**config.mk**
```make
export PLATFORM = sky130hd
export DESIGN_NAME = cs_write_arbiter
export DESIGN_NICKNAME = d
export VERILOG_FILES = /design/src/rtl/cs_pkg.sv /design/src/rtl/rr_pick.sv /design/src/rtl/cs_write_arbiter.sv
export SDC_FILE = /design/constraint.sdc
export NUM_CORES = 1
export LEC_CHECK = 0
export CAP_MARGIN = 20
export CORE_MARGIN = 8
export CORE_UTILIZATION = 35
export CTS_CLUSTER_DIAMETER = 40
export DETAILED_ROUTE_END_ITERATION = 8
export GPL_ROUTABILITY_DRIVEN = 0
export HOLD_SLACK_MARGIN = 0.1
export MAX_ROUTING_LAYER = met4
export PLACE_DENSITY = 0.7
export SLEW_MARGIN = 20
export SYNTH_ARGS = -nofsm -noshare
export SYNTH_HDL_FRONTEND = slang
export SYNTH_SLANG_ARGS = --single-unit
```
**constraint.sdc**
```tcl
create_clock -name clk -period 1.84 [get_ports clk]
set_input_delay 0.368 -clock clk [delete_from_list [all_inputs] [get_ports clk]]
set_output_delay 0.368 -clock clk [all_outputs]
set_load 0.01 [all_outputs]
```
**src/rtl/cs_pkg.sv**
```systemverilog
// Shared colorshield types: pixel payload, address/value widths and arbiter state.
package cs_pkg;

   localparam int unsigned N_PIXELS   = 64;
   localparam int unsigned PIX_ADDR_W = $clog2(N_PIXELS);
   localparam int unsigned PIX_VAL_W  = 24;

   typedef struct packed {
      logic [PIX_ADDR_W-1:0] addr;
      logic [PIX_VAL_W-1:0]  value;
   } pixel_t;

   typedef enum logic {
      IDLE  = 1'b0,
      ISSUE = 1'b1
   } arb_state_e;

endpackage

```
**src/rtl/rr_pick.sv**
```systemverilog
// Combinational round-robin picker: first requester at or after ptr_i, with wrap-around.
module rr_pick #(
   parameter int unsigned N     = 2,
   parameter int unsigned PTR_W = (N > 1) ? $clog2(N) : 1
) (
   input  logic [N-1:0]     req_i,
   input  logic [PTR_W-1:0] ptr_i,
   output logic [N-1:0]     win_oh_o,
   output logic             valid_o
);

   logic [2*N-1:0] req_dbl;
   logic [2*N-1:0] oh_dbl;
   logic [N-1:0]   req_rot;
   logic [N-1:0]   first_oh;
   logic           found;

   // Rotate so that bit 0 is the requester at ptr_i, pick the lowest, rotate back.
   assign req_dbl = {req_i, req_i};
   assign req_rot = N'(req_dbl >> ptr_i);

   always_comb begin
      first_oh = '0;
      found    = 1'b0;
      for (int i = 0; i < int'(N); i++) begin
         if (!found && req_rot[i]) begin
            first_oh[i] = 1'b1;
            found       = 1'b1;
         end
      end
   end

   assign oh_dbl   = {first_oh, first_oh} << ptr_i;
   assign win_oh_o = oh_dbl[2*N-1:N];
   assign valid_o  = |req_i;

endmodule

```
**src/rtl/cs_write_arbiter.sv**
```systemverilog
// Round-robin arbiter with per-requester lock sharing the colorshield pixel write port.
// Optional per-requester accepted-write counters under CS_ARB_STATS_EN.
module cs_write_arbiter
   import cs_pkg::*;
#(
   parameter int unsigned N_REQ    = 2,
   parameter int unsigned MAX_LOCK = 64
) (
   input  logic                        clk,
   input  logic                        rst_n,
   input  logic [N_REQ-1:0]            req,
   input  logic [N_REQ-1:0]            lock,
   input  logic [N_REQ*PIX_ADDR_W-1:0] req_addr,
   input  logic [N_REQ*PIX_VAL_W-1:0]  req_value,
   output logic [N_REQ-1:0]            ack,
   output logic [N_REQ-1:0]            grant,
   input  logic                        cs_ready,
   output logic                        cs_write_en,
   output logic [PIX_ADDR_W-1:0]       cs_pixel_addr,
   output logic [PIX_VAL_W-1:0]        cs_pixel_value,
   output logic                        busy
`ifdef CS_ARB_STATS_EN
   ,
   output logic [N_REQ*16-1:0]         wr_count
`endif
);

   localparam int unsigned PTR_W = (N_REQ > 1) ? $clog2(N_REQ) : 1;
   localparam int unsigned CNT_W = $clog2(MAX_LOCK);

   arb_state_e       state_q, state_d;
   logic [PTR_W-1:0] rr_ptr_q, rr_ptr_d;
   logic [N_REQ-1:0] lock_oh_q, lock_oh_d;
   logic [CNT_W-1:0] lock_cnt_q, lock_cnt_d;
   logic [N_REQ-1:0] grant_q, grant_d;
   logic             wr_en_q, wr_en_d;
   pixel_t           pix_q, pix_d;

   logic [N_REQ-1:0] rr_oh;
   logic             rr_vld;
   logic             lock_hit;
   logic [N_REQ-1:0] pick_oh;
   pixel_t           pick_pix;
   logic [PTR_W-1:0] win_idx;
   logic [PTR_W-1:0] nxt_ptr;
   logic             accept;
   logic             lock_keep;

   rr_pick #(.N(N_REQ), .PTR_W(PTR_W)) u_rr_pick (
      .req_i    (req),
      .ptr_i    (rr_ptr_q),
      .win_oh_o (rr_oh),
      .valid_o  (rr_vld)
   );

   // A still-requesting lock owner beats the round-robin choice.
   assign lock_hit = |(req & lock_oh_q);
   assign pick_oh  = lock_hit ? lock_oh_q : rr_oh;

   always_comb begin
      pick_pix = '0;
      win_idx  = '0;
      for (int i = 0; i < int'(N_REQ); i++) begin
         if (pick_oh[i]) begin
            pick_pix.addr  = req_addr[i*PIX_ADDR_W +: PIX_ADDR_W];
            pick_pix.value = req_value[i*PIX_VAL_W +: PIX_VAL_W];
         end
         if (grant_q[i]) begin
            win_idx = PTR_W'(i);
         end
      end
   end

   assign nxt_ptr   = (win_idx == PTR_W'(N_REQ-1)) ? '0 : win_idx + PTR_W'(1);
   assign accept    = wr_en_q & cs_ready;
   assign lock_keep = (|(lock & grant_q)) && (lock_cnt_q < CNT_W'(MAX_LOCK-1));
   assign ack       = accept ? grant_q : '0;

   always_ff @(posedge clk or negedge rst_n) begin
      if (!rst_n) begin
         state_q    <= IDLE;
         rr_ptr_q   <= '0;
         lock_oh_q  <= '0;
         lock_cnt_q <= '0;
         grant_q    <= '0;
         wr_en_q    <= 1'b0;
         pix_q      <= '0;
      end else begin
         state_q    <= state_d;
         rr_ptr_q   <= rr_ptr_d;
         lock_oh_q  <= lock_oh_d;
         lock_cnt_q <= lock_cnt_d;
         grant_q    <= grant_d;
         wr_en_q    <= wr_en_d;
         pix_q      <= pix_d;
      end
   end

   always_comb begin
      state_d    = state_q;
      rr_ptr_d   = rr_ptr_q;
      lock_oh_d  = lock_oh_q;
      lock_cnt_d = lock_cnt_q;
      grant_d    = grant_q;
      wr_en_d    = wr_en_q;
      pix_d      = pix_q;
      case (state_q)
         IDLE: begin
            wr_en_d = 1'b0;
            if (rr_vld) begin
               // Owner went quiet while others wait: the lock is given up.
               if (!lock_hit) begin
                  lock_oh_d  = '0;
                  lock_cnt_d = '0;
               end
               pix_d   = pick_pix;
               wr_en_d = 1'b1;
               grant_d = pick_oh;
               state_d = ISSUE;
            end
         end
         ISSUE: begin
            if (accept) begin
               wr_en_d = 1'b0;
               grant_d = '0;
               state_d = IDLE;
               if (lock_keep) begin
                  lock_oh_d  = grant_q;
                  lock_cnt_d = lock_cnt_q + CNT_W'(1);
               end else begin
                  lock_oh_d  = '0;
                  lock_cnt_d = '0;
                  rr_ptr_d   = nxt_ptr;
               end
            end
         end
         default: state_d = IDLE;
      endcase
   end

   assign grant          = grant_q;
   assign cs_write_en    = wr_en_q;
   assign cs_pixel_addr  = pix_q.addr;
   assign cs_pixel_value = pix_q.value;
   assign busy           = (state_q == ISSUE);

`ifdef CS_ARB_STATS_EN
   logic [N_REQ*16-1:0] wr_cnt_q;

   // Saturating count of accepted writes per requester.
   always_ff @(posedge clk or negedge rst_n) begin
      if (!rst_n) begin
         wr_cnt_q <= '0;
      end else begin
         for (int i = 0; i < int'(N_REQ); i++) begin
            if (ack[i] && (wr_cnt_q[i*16 +: 16] != 16'hFFFF)) begin
               wr_cnt_q[i*16 +: 16] <= wr_cnt_q[i*16 +: 16] + 16'd1;
            end
         end
      end
   end

   assign wr_count = wr_cnt_q;
`endif

endmodule

```
======== After elaboration in Yosys (flattened, before gate mapping) ========
Cells that the tools add are included.
Widths: inputs -> output; s select.
cells by class
  $mul .................................... 0
  $add $sub $neg .......................... 2
  equality and inequality tests ........... 3
  bitwise logic cells ..................... 5
  muxes and demuxes ....................... 26
  reductions and logical operators ........ 10
  divide/modulo/power cells ............... 0
  shift-type cells ........................ 2
  order comparisons ....................... 1
operators by type and width
  cell                 count
  $mux 30              2
  $mux 6               4
  $mux 2               8
  $pmux 6 s2           1
  $pmux 2 s2           2
  $mux 1               7
  $add 6x1->6 const B  1
  $lt 6x6->1 const B   1
  $reduce_and 3->1     2
  $reduce_or 2->1      3
  $and 2x2->2          2
  $ne 2x2->1 const B   2
  $pmux 1 s2           2
  $reduce_and 2->1     2
  $shl 4x1->4          1
  $shr 4x1->2          1
  $logic_and 1x1->1    2
  $ne 2x1->1 const B   1
  $not 1->1            2
  $add 1x1->1 const B  1
  $and 1x1->1          1
  $logic_not 1->1      1
word-level totals
  bits in writable memories ............... 0
  memories kept ........................... 0
  register bits ........................... 43
  bits of input ports ..................... 67
  ROM bits ................................ 0
  latch bits .............................. 0
  output and inout port bits .............. 36
  logic and storage cells ................. 57

======== Logic depth before layout (Yosys ltp) ========
  depth in word-level cells ............... 9
  depth in mapped cells ................... 6
  mapped depth without buffers ............ 5

======== Hierarchy ========
A second synthesis with hierarchy kept.
second synthesis, totals
  cells, all modules ...................... 232
  area total of the unflattened synthesis .. 2147.1 µm²
modules (own cells, without submodules)
  module            cells an instance  area each (µm²)  instances  seq. area each (µm²)
  cs_write_arbiter  228                2122.0           1          1076.0
  rr_pick           4                  25.0             1          0.0

======== Worst setup path before layout ========
OpenSTA, ideal clock, no wires.
  path type ............................... register to register
  start point ............................. reg lock_cnt_q[0]
  end point ............................... reg lock_cnt_q[4]
  buffers on the path ..................... 0
  data required time ...................... 1739 ps
  clock period less this slack ............ 1555 ps
  stages on the path, launching flop included .. 6
  arrival ................................. 1455 ps
  library setup time ...................... 101 ps
  slack ................................... 285 ps
  cell sequence ........................... dfrtp_1 > ha_1 > and3_1 > a211oi_1 > nand2_1 > o311ai_2
between the ends
  word-level cells in the longest chain between the ends .. 5
  elaborated cells between the ends (all ways) .. 6
  those cells by class .................... 1 x add/sub; 1 x order compare; 3 x mux; 1 x reduce/logical
RTL lines
  item                      RTL line                 RTL
  start: declaration        cs_write_arbiter.sv:34   logic [CNT_W-1:0] lock_cnt_q, lock_cnt_d;
  start signal: assignment  cs_write_arbiter.sv:92   lock_cnt_q <= lock_cnt_d;
  $lt 6x6->1                cs_write_arbiter.sv:76   assign lock_keep = (|(lock & grant_q)) && (lock_cnt_q < CNT_W'(MAX_LOCK-1));
  $logic_and 1x1->1         cs_write_arbiter.sv:76
  $mux 6 (*)                cs_write_arbiter.sv:127  if (lock_keep) begin
  $mux 6 (*)                cs_write_arbiter.sv:123  if (accept) begin
  $pmux 6 s2 (*)            cs_write_arbiter.sv:107  case (state_q)
Mark *: on every way between the ends. The rest lies on a longest branch, timed or not. The select of a mux whose other input is x is not followed.
A chain may end at the register's enable or synchronous reset.

======== Worst setup path in the final report ========
  start point ............................. reg state_q, in the netlist busy
  end point ............................... out busy
RTL lines
  item                      RTL line                RTL
  start: declaration        cs_write_arbiter.sv:31  arb_state_e state_q, state_d;
  start signal: assignment  cs_write_arbiter.sv:89  state_q <= state_d;
  end: declaration          cs_write_arbiter.sv:21  output logic busy
No word-level cell between the ends.

==> results.sh <==
export IMPL_drtAntennaViolNets=0
export IMPL_wl_per_cell_um=15.8
export IMPL_postCtsSetupRepairBufs=0
export IMPL_routed_via_count=2472
export IMPL_drt_total_wl_um=7430
export IMPL_yosys_area_top_type="dfrtp_1"
export IMPL_swShare_pct=37.3
export IMPL_ir_drop_mv=0.724
export IMPL_num_rows=30
export IMPL_drv_slew=0
export IMPL_ys_warn_count=0
export IMPL_grt_max_degree=44
export IMPL_cts_tree="yes"
export IMPL_drc=0
export IMPL_io_pins=103
export IMPL_p_leak_nw=1.59
export IMPL_die_area_um2=9880
export IMPL_synth_seq_area_share_pct=44.2
export IMPL_clkSlewWorstSetupHoldPaths_ps=80
export IMPL_synthAdderAreaFrac_pct=0.514
export IMPL_crit_required_ps=1470
export IMPL_synthTopCellsByArea="dfrtp_1, nand2_1, and3_1"
export IMPL_setup_ws_ps=122
export IMPL_path_buf_inv=1
export IMPL_crit_type="register to primary output"
export IMPL_fin_nets=457
export IMPL_slew_headroom_pct=74.6
export IMPL_crit_path_cell_trace="clkdlybuf4s50_1"
export IMPL_crit_slowest_cell="clkdlybuf4s50_1"
export IMPL_synth_top_family_by_area="compound AO/OA/AOI/OAI gates"
export IMPL_switching_power_mw=1.88
export IMPL_synth_simple_gate_area_share_pct=22.6
export IMPL_worstSetupEndpointType="primary output"
export IMPL_worst_slew_pin_slew_ps=380
export IMPL_hold_viol_final=0
export IMPL_cp_max_fo=8
export IMPL_ys_ff_latch=43
export IMPL_worstHoldStart="cs_pixel_value[19]"
export IMPL_syn_area_per_cell_um2=8.85
export IMPL_drtIter0Drc=62
export IMPL_path_delay_family="buffers and inverters"
export IMPL_root_buffer="clkbuf_8"
export IMPL_synth_mux_area_fraction_pct=0
export IMPL_maxClockFrequency_mhz=582
export IMPL_via_per_inst=5.26
export IMPL_drv_cap=0
export IMPL_clock_path_buffers=2
export IMPL_grtUsageTotal_pct=15.7
export IMPL_crit_arrival_ps=1350
export IMPL_cts_buffers=5
export IMPL_netlist_area_leader_share_pct=44.2
export IMPL_skew_ps=8.87
export IMPL_grt_setup_unrepaired="no"
export IMPL_period_needed_ps=1720
export IMPL_synth_area_um2=2430
export IMPL_die_x_um=99.4
export IMPL_p_int_mw=3.17
export IMPL_hpwl_um=5620
export IMPL_netlist_instances=275
export IMPL_max_stage_delay_ps=580
export IMPL_cts_sinks=43
export IMPL_synth_cell_types=32
export IMPL_syn_nets=343
export IMPL_synthXorXnorAreaFrac_pct=0.360
export IMPL_synth_compound_area_share_pct=26.5
export IMPL_setup_viol=0
export IMPL_crit_path_start="busy"
export IMPL_grt_pass1_vias=2585
export IMPL_syn2layout_area_growth_pct=54.0
export IMPL_fin_crit_sh_pct=93.3
export IMPL_post_place_ws_ps=-75.2
export IMPL_initial_core_util_pct=36.0
export IMPL_status="finished clean"
export IMPL_antenna_cells=0
export IMPL_combPwrFrac_pct=55.6
export IMPL_grt_ovfl_total=0
export IMPL_tns_ps=0
export IMPL_htreeDepth=2
export IMPL_hp_class="register to register"
export IMPL_p_seq_share_pct=32.8
export IMPL_power_density_nw_per_um2=1350
export IMPL_p_clk_share_pct=11.7
export IMPL_grt_pass1_wl_um=12500
export IMPL_final_util_pct=55.5
export IMPL_dieHeight_um=99.4
export IMPL_grt_antenna_before_repair=0
export IMPL_startpoint_type="register"
export IMPL_port_buffers=102
export IMPL_drive_gt1_share_pct=12.6
export IMPL_drt_pass1_iterations=4
export IMPL_crit_reg2reg_launch="lock_cnt_q[0]"
export IMPL_coreArea_um2=6760
export IMPL_clk_latency_ps=290
[cells in the final DEF, fill, tap and decap left out, drive strengths merged, types with 3 or more instances in the layout]
master         synthesis  routed
o211ai                31      31
o21ai                  7       7
a21oi                 39      39
and3                  35      35
inv                    3       3
clkbuf                 2       7
buf                   15      22
clkdlybuf4s50          0      99
a31oi                  3       3
nand3                  4       4
dfrtp                 43      43
nand2                 74      74
[worst paths after layout]
check                                           to  slack [ps]  cells after the start
worst min register to register  cs_pixel_value[19]         520                      2
max in group asynchronous         cs_pixel_addr[4]        1050                      3
worst max register to register       lock_cnt_q[4]         190                      5
worst min-delay path            cs_pixel_value[19]         520                      2
worst max-delay path                          busy         120                      1
min in group asynchronous             lock_oh_q[0]         570                      3
[power by group through the flow]
stage	clock network [mW]	registers, mW	logic (mW)
6_report	0.589	1.66	2.81
5_1_grt	0.646	1.72	3.07
4_1_cts	0.614	1.65	2.86
3_5_place_dp	0	1.67	2.85
3_3_place_gp	0	1.65	2.80
2_1_floorplan	0	1.80	1.27
[registers in the layout (all words and copies together), names as in the netlist]
| signal | cells |
|---|---|
| lock_cnt_q | 6 |
| busy | 1 |
| cs_write_en | 1 |
| cs_pixel_value | 24 |
| cs_pixel_addr | 6 |
| grant | 2 |
| rr_ptr_q | 1 |
| lock_oh_q | 2 |
[worst min-delay path, delay by kind of cell (launching register included)]
family / cells / cell delay [ps]
AOI/OAI and AO/OA: 2 / 130
DFF: 1 / 350
[cells in the mapped netlist, drive strengths merged]
master	count
nand2	74
dfrtp	43
a21oi	39
and3	35
o211ai	31
buf	15
o21ai	7
nand3	4
a31oi	3
inv	3
a211oi	2
a31o	2
clkbuf	2
nand2b	2
nor2	2
a22o	1
a22oi	1
a311oi	1
and2	1
ha	1
o21a	1
o21ba	1
o311ai	1
o31ai	1
or3	1
xor2	1
[logic make-up after synthesis]
| family | Yosys count |
|---|---|
| xor gates and xnor gates | 1 |
| and+or+nand+nor | 119 |
| AOI/OAI and AO/OA | 91 |
| DFF | 43 |
| adders and majority gates | 1 |
| buffers and inverters | 20 |
[timing repair]
item,in CTS,in global routing
endpoints found under the hold margin,43,0
gates resized for setup,2,1
endpoints found under the setup margin,2,1
hold buffers,1,0
cloned,0,0
[per-layer routing]
layer	GRT usage (%)	part of all wire, %	routed length, um	vias to the layer above
met5	-	0	0	-
met1	18.2	45	3310	1179
li1	-	-	-	1221
met4	4.07	0.88	65	0
met3	3.28	4.9	364	5
met2	27.0	50	3690	67
[layout make-up]
type                    instances  area, um^2
fillers                       619        3010
repair buffers                124        1240
multi-input cells             212        1230
flip-flops and latches         43        1080
well taps                      80         100
clock buffers                   7        76.3
inverters                       3        11.3
clock inverters                 1        5.00
[through the flow]
stage / instances / power (mW) / hold WS, ps / cell area [um^2]
2_1_floorplan: 275 / 3.07 / 72.4 / 2430
3_3_place_gp: 461 / 4.45 / 367 / 3660
3_5_place_dp: 461 / 4.53 / 366 / 3660
4_1_cts: 470 / 5.13 / 515 / 3750
5_1_grt: 470 / 5.43 / 537 / 3750
6_report: 470 / 5.05 / 515 / 3750
(Power assumes the default switching activity.)
